`src/rtl/config_pkg.sv`:
```
// Shared configuration for the interrupt pending path.
// Holds the default interrupt vector count, the pend-bit write record
// exchanged with the interrupt controller, and the pend_ctrl FSM states.
package config_pkg;

    localparam int VEC_SIZE  = 8;
    localparam int VEC_WIDTH = $clog2(VEC_SIZE);

    // One pend-bit write: which controller entry, and the value for its pended bit.
    typedef struct packed {
        logic [VEC_WIDTH-1:0] idx;
        logic                 val;
    } pend_req_t;

    typedef enum logic {
        IDLE  = 1'b0,
        OFFER = 1'b1
    } pend_state_e;

endpackage

```
`src/rtl/rr_arbiter.sv`:
```
// Combinational round-robin selector.
// Searches the request vector starting one position after the last granted
// index and wrapping around, so every set request wins within VecSize grants.
//   req       : request vector, one bit per line
//   last      : index granted most recently
//   grant_idx : winning index (0 when no request is set)
//   any       : at least one request is set
module rr_arbiter #(
    parameter int  VecSize  = 8,
    localparam int VecWidth = $clog2(VecSize)
) (
    input  logic [VecSize-1:0]  req,
    input  logic [VecWidth-1:0] last,
    output logic [VecWidth-1:0] grant_idx,
    output logic                any
);

    int                  cand;
    logic [VecWidth-1:0] cand_idx;

    // NOTE: every output and temporary gets a default before the search so no
    // path through this block leaves a value unassigned, which would infer a latch.
    always_comb begin
        grant_idx = '0;
        any       = 1'b0;
        cand      = 0;
        cand_idx  = '0;
        for (int i = 1; i <= VecSize; i++) begin
            cand     = (int'(last) + i) % VecSize;
            cand_idx = VecWidth'(cand);
            if (!any && req[cand_idx]) begin
                any       = 1'b1;
                grant_idx = cand_idx;
            end
        end
    end

endmodule

```
`src/rtl/pend_ctrl.sv`:
```
// Interrupt pend controller.
// Synchronizes raw interrupt lines, turns edges and level changes into
// pend-bit write requests, and offers them one at a time to the interrupt
// controller's entry CSR with a valid/ready handshake.
//   clk        : clock, all state updates on its rising edge
//   reset      : asynchronous active-low reset
//   irq_in     : raw asynchronous interrupt lines
//   pend_valid : pend-bit write request outstanding
//   pend_ready : controller accepts the request this cycle
//   pend_idx   : entry index to write
//   pend_val   : value for the entry's pended bit
//   ovr_clr    : per-line one-cycle clear of the overrun flag
//   overrun    : sticky per-line lost-event flag
module pend_ctrl
    import config_pkg::*;
#(
    parameter int                 VecSize    = VEC_SIZE,
    parameter logic [VecSize-1:0] EdgeMask   = {VecSize{1'b1}},
    parameter int                 SyncStages = 2,
    localparam int                VecWidth   = $clog2(VecSize)
) (
    input  logic                clk,
    input  logic                reset,
    input  logic [VecSize-1:0]  irq_in,
    output logic                pend_valid,
    input  logic                pend_ready,
    output logic [VecWidth-1:0] pend_idx,
    output logic                pend_val,
    input  logic [VecSize-1:0]  ovr_clr,
    output logic [VecSize-1:0]  overrun
);

    // SyncStages must be at least 2 for metastability protection.
    logic [VecSize-1:0]  sync_q [SyncStages];
    logic [VecSize-1:0]  sync_d [SyncStages];
    logic [VecSize-1:0]  hist_q, hist_d;
    logic [VecSize-1:0]  rise_q, rise_d;
    logic [VecSize-1:0]  edge_req_q, edge_req_d;
    logic [VecSize-1:0]  shadow_q, shadow_d;
    logic [VecSize-1:0]  ovr_q, ovr_d;
    pend_state_e         state_q, state_d;
    logic [VecWidth-1:0] idx_q, idx_d;
    logic                val_q, val_d;
    logic [VecWidth-1:0] last_q, last_d;

    logic [VecSize-1:0]  line_s;
    logic [VecSize-1:0]  level_req;
    logic [VecSize-1:0]  acc_vec;
    logic [VecSize-1:0]  arb_req;
    logic                accept;
    logic [VecWidth-1:0] grant;
    logic                arb_any;

    // ---------------- synchronizer and edge detector ----------------
    always_comb begin
        sync_d[0] = irq_in;
        for (int i = 1; i < SyncStages; i++) begin
            sync_d[i] = sync_q[i-1];
        end
    end

    // NOTE: the synchronizer array is a handful of flops, not a RAM, so it is
    // reset like any other state; otherwise stale levels would fake edges.
    always_ff @(posedge clk or negedge reset) begin
        if (!reset) begin
            for (int i = 0; i < SyncStages; i++) sync_q[i] <= '0;
        end else begin
            for (int i = 0; i < SyncStages; i++) sync_q[i] <= sync_d[i];
        end
    end

    assign line_s = sync_q[SyncStages-1];
    assign hist_d = line_s;
    // Edge pulse is registered so the detector gate stays out of the
    // req/arbiter path; this stage sets the edge latency to SyncStages+2.
    assign rise_d = line_s & ~hist_q & EdgeMask;

    // ---------------- per-line request bookkeeping ----------------
    assign accept    = (state_q == OFFER) && pend_ready;
    assign level_req = ~EdgeMask & (line_s ^ shadow_q);
    // The line being accepted is excluded so the next winner is a different request.
    assign arb_req   = (edge_req_q | level_req) & ~acc_vec;

    always_comb begin
        acc_vec = '0;
        if (accept) acc_vec[idx_q] = 1'b1;
    end

    always_comb begin
        edge_req_d = edge_req_q;
        shadow_d   = shadow_q;
        ovr_d      = ovr_q & ~ovr_clr;
        for (int k = 0; k < VecSize; k++) begin
            if (acc_vec[k]) begin
                edge_req_d[k] = 1'b0;
                if (!EdgeMask[k]) shadow_d[k] = val_q;
            end
            // A new edge always leaves the request set; it is lost (overrun)
            // only when the pending one is not being accepted this cycle.
            // Setting overrun after the clear gives set priority over ovr_clr.
            if (rise_q[k]) begin
                if (edge_req_q[k] && !acc_vec[k]) ovr_d[k] = 1'b1;
                edge_req_d[k] = 1'b1;
            end
        end
    end

    // ---------------- arbitration and offer FSM ----------------
    rr_arbiter #(
        .VecSize (VecSize)
    ) u_arb (
        .req       (arb_req),
        .last      (last_q),
        .grant_idx (grant),
        .any       (arb_any)
    );

    always_comb begin
        state_d = state_q;
        idx_d   = idx_q;
        val_d   = val_q;
        last_d  = last_q;
        unique case (state_q)
            IDLE: begin
                if (arb_any) begin
                    state_d = OFFER;
                    idx_d   = grant;
                    val_d   = EdgeMask[grant] | line_s[grant];
                    last_d  = grant;
                end
            end
            OFFER: begin
                // idx/val hold until the handshake completes.
                if (accept) begin
                    if (arb_any) begin
                        idx_d  = grant;
                        val_d  = EdgeMask[grant] | line_s[grant];
                        last_d = grant;
                    end else begin
                        state_d = IDLE;
                    end
                end
            end
            default: state_d = IDLE;
        endcase
    end

    // NOTE: sequential state uses non-blocking assignments so every flop
    // samples pre-edge values regardless of statement order.
    always_ff @(posedge clk or negedge reset) begin
        if (!reset) begin
            hist_q     <= '0;
            rise_q     <= '0;
            edge_req_q <= '0;
            shadow_q   <= '0;
            ovr_q      <= '0;
            state_q    <= IDLE;
            idx_q      <= '0;
            val_q      <= 1'b0;
            last_q     <= VecWidth'(VecSize - 1);
        end else begin
            hist_q     <= hist_d;
            rise_q     <= rise_d;
            edge_req_q <= edge_req_d;
            shadow_q   <= shadow_d;
            ovr_q      <= ovr_d;
            state_q    <= state_d;
            idx_q      <= idx_d;
            val_q      <= val_d;
            last_q     <= last_d;
        end
    end

    assign pend_valid = (state_q == OFFER);
    assign pend_idx   = idx_q;
    assign pend_val   = val_q;
    assign overrun    = ovr_q;

endmodule

```
`config.mk`:
```
export PLATFORM = sky130hd
export DESIGN_NAME = pend_ctrl
export DESIGN_NICKNAME = d
export VERILOG_FILES = /design/src/rtl/config_pkg.sv /design/src/rtl/rr_arbiter.sv /design/src/rtl/pend_ctrl.sv
export SDC_FILE = /design/constraint.sdc
export NUM_CORES = 1
export LEC_CHECK = 0
export CAP_MARGIN = 20
export CORE_UTILIZATION = 56
export CTS_CLUSTER_DIAMETER = 60
export DETAILED_ROUTE_END_ITERATION = 8
export PLACE_DENSITY_LB_ADDON = 0.25
export SLEW_MARGIN = 20
export SYNTH_ARGS = -nofsm -noshare
export SYNTH_HDL_FRONTEND = slang
export SYNTH_SLANG_ARGS = --single-unit
```
`constraint.sdc`:
```
create_clock -name clk -period 4.8 [get_ports clk]
set_input_delay 0.72 -clock clk [delete_from_list [all_inputs] [get_ports clk]]
set_output_delay 0.72 -clock clk [all_outputs]
set_load 0.01 [all_outputs]
```
==> out/metrics.yaml <==
worst_setup_path:
  crit-reg2reg-capture: "pend_idx[0]"
  worstSetupStartpointType: "register"
  rr_startpoint: "last_q[0]"
  r2r_cells: 8
  r2r_slack_ps: 1250
  critPathKind: "reg2reg"
  critPathLaunch: "last_q[0]"
  crit_path_end_kind: "register"
  cp.arrival_ps: 3750
  critPathRequiredTime_ps: 5000
  worstPathMaxFanout: 16
power:
  seq_power_share_pct: 27.9
  switching_share_pct: 45.1
  clkPwrFrac_pct: 12.7
  vdd_drop_max_mv: 0.399
  cellLeakagePower_nw: 1.34
  p_switching_w: 0.00114
  cellPowerDensity_nw_per_um2: 751
  power_frac_comb_pct: 59.4
  internal_power_w: 0.00139
  power_w: 0.00253
placed_design:
  dp.cells: 342
  gp_congestion: 0.909
  place_area_sq_um: 3250
  dp.final_hpwl_mm: 4.31
  port_buffers: 31
drt:
  wirelength_mm: 5.95
  vias_per_cell: 6.08
  ant_nets: 0
  drt-initial-drc-count: 216
  wl_per_cell_microns: 17.0
  firstDrtPassIters: 4
  num_vias: 2129
  drc: 0
clocking:
  clk_pin_slew_ps: 100
  clock-sinks: 56
  numCtsBuffers: 5
  htree_levels: 2
  post_cts_resized: 0
  cts_buffer_depth: 2
  clk_latency_ps: 310
  cts_setup_buffers: 0
  holdBufCountCts: 0
  root_buffer: "clkbuf_8"
  tritoncts: "done"
timing:
  final_max_slew_viol_count: 0
  tightest_slew_ps: 689
  relSlewSlack_pct: 54.0
  hold_viol: 0
  skew_ps: 3.10
  setup_tns_ps: 0
  setup_viol: 0
  max_freq_mhz: 281
  rsz0062_at_grt: "no"
  finalCriticalPeriod_ps: 3550
  post-route-period-util_pct: 74.0
min_path:
  hold_start: "sync_d[6]"
  holdPathEnd: "hist_d[6]"
  holdPathStages: 0
  hold_class: "reg2reg"
layout:
  seqCellArea_sq_um: 1410
  final_cell_mix: "53 x dfrtp_1, 30 x clkdlybuf4s50_1, 20 x nand2_1"
  nFillCells: 367
  num_antenna_cells: 0
  nNetsFinal: 303
  final_cell_area_sq_um: 3370
  area_growth_pct: 16.6
  drive_gt1_share_pct: 14.5
  stdcell_count: 350
  final_common_cell: "dfrtp_1"
  multi_input_area_sq_um: 1360
die:
  die_h_microns: 73.8
  dieArea_sq_um: 5450
  die_width_microns: 73.8
  row_count: 25
  num_io_pins: 32
  start_util_pct: 59.6
  core_area_sq_um: 4850
global_routing:
  grt.overflow.total: 0
  grt_use_total_pct: 24.8
  grt_max_degree: 57
  grt_pass1_vias: 2027
  grt_first_pass_wirelength_mm: 9.93
  antenna_found_initial: 0
synthesis:
  synth_area_sq_um: 2890
  synth_top_area_share_pct: 45.9
  synth_ff_type: "dfrtp_1"
  syn_inst: 253
  synth_edf_count: 0
  syn_nets: 274
  ys_async_sr_fraction_pct: 100
  yosysSeqAreaShare_pct: 48.7
  ys_top_cells_by_area: "dfrtp_1 46%, mux4_2 7.0%, mux2i_1 4.5%"
  yosys_warnings: 0
  synth_top_area_cell: "dfrtp_1"
  ys_seq_elements: 56
  syn-mean-instance-area_sq_um: 11.4
  synth_cell_types: 51
outcome:
  outcome: "finished, final reports clean"
flow_run:
  maxCapViolCount: 0
==> stage by stage <==
stage	worst slack, ps	hold slack (ps)	util, %
floorplan	1270	331	-
global placement	1120	333	67.0
detailed placement	1110	336	67.0
CTS	1280	359	69.5
global route	966	363	69.5
finish	1250	356	69.5
==> how the worst max path moves through the flow <==
stage	endpoint	slack [ps]	cells past startpoint
after floorplan	pend_idx[0]	1270	11
after global placement	pend_idx[0]	1120	9
after detailed placement	pend_idx[0]	1110	9
after CTS	pend_idx[0]	1280	8
after global routing	pend_idx[0]	970	8
final	pend_idx[0]	1250	8
==> routing by layer <==
layer  vias to the layer above  wire length [microns]  track usage, %
met3                        15                    462            4.94
met5                         -                      0               0
met1                      1028                   2550            35.7
met4                         0                    164            12.0
met2                        90                   2770            36.3
li1                        996                      -               -
==> logic make-up after synthesis <==
family,Yosys count,share of synthesized area (%)
DFF,56,48.7
and+or+nand+nor,60,11.6
AOI/OAI and AO/OA,73,19.7
muxes,26,13.6
buffers and inverters,31,4.16
xor gates and xnor gates,5,1.52
adders and majority gates,2,0.866
==> cells in the mapped netlist, types with 2 or more instances <==
| cell | number |
|---|---|
| nor2b_1 | 11 |
| a22o_1 | 2 |
| o32ai_1 | 2 |
| and4_1 | 2 |
| dfrtp_1 | 53 |
| nand3_1 | 2 |
| nand2b_1 | 3 |
| mux2_2 | 2 |
| a211oi_1 | 6 |
| a21boi_0 | 2 |
| o21ai_1 | 3 |
| mux2i_1 | 13 |
| nor3_1 | 2 |
| nand2_1 | 20 |
| o211ai_1 | 12 |
| nor2_1 | 11 |
| a32oi_1 | 2 |
| o21ai_0 | 5 |
| inv_1 | 19 |
| xnor2_1 | 2 |
| o2111ai_1 | 6 |
| o22ai_1 | 9 |
| clkbuf_1 | 7 |
| xor2_1 | 3 |
| o21ai_2 | 4 |
| o21a_1 | 5 |
| mux4_2 | 9 |
| dfstp_2 | 3 |
| buf_2 | 3 |
| o21ai_4 | 4 |
| ha_1 | 2 |
| a21oi_1 | 5 |
==> worst max-delay path, stage by stage, from the launching register on <==
cell and delay, ps:
dfstp_2 770, inv_2 260, ha_1 310, xor2_1 490, mux4_2 610, nor3_2 400
a41o_1 380, nor2b_1 170, nor3_1 50
==> area by class of cell <==
class	count	share of cell area, %
flip-flops and latches	56	41.7
multi-input cells	166	40.5
clock buffers	6	2.45
inverters	20	2.23
well taps	67	2.49
clock inverters	2	1.15
repair buffers	33	9.51
==> sequential cells by signal (all words and copies together), names as in the netlist <==
signal,flops
hist_d,8
overrun,8
pend_val,1
pend_valid,1
hist_q,8
last_q,3
sync_d,8
rise_q,8
pend_idx,3
edge_req_q,8
==> power groups by stage <==
stage | Combinational, W | Sequential (W) | Clock [W]
finish | 0.00150 | 0.000705 | 0.000321
detailed placement | 0.00148 | 0.000710 | 0
floorplan | 0.00118 | 0.000645 | 0
CTS | 0.00149 | 0.000701 | 0.000330
global route | 0.00163 | 0.000720 | 0.000342
global placement | 0.00148 | 0.000708 | 0
(Power assumes the default switching activity.)
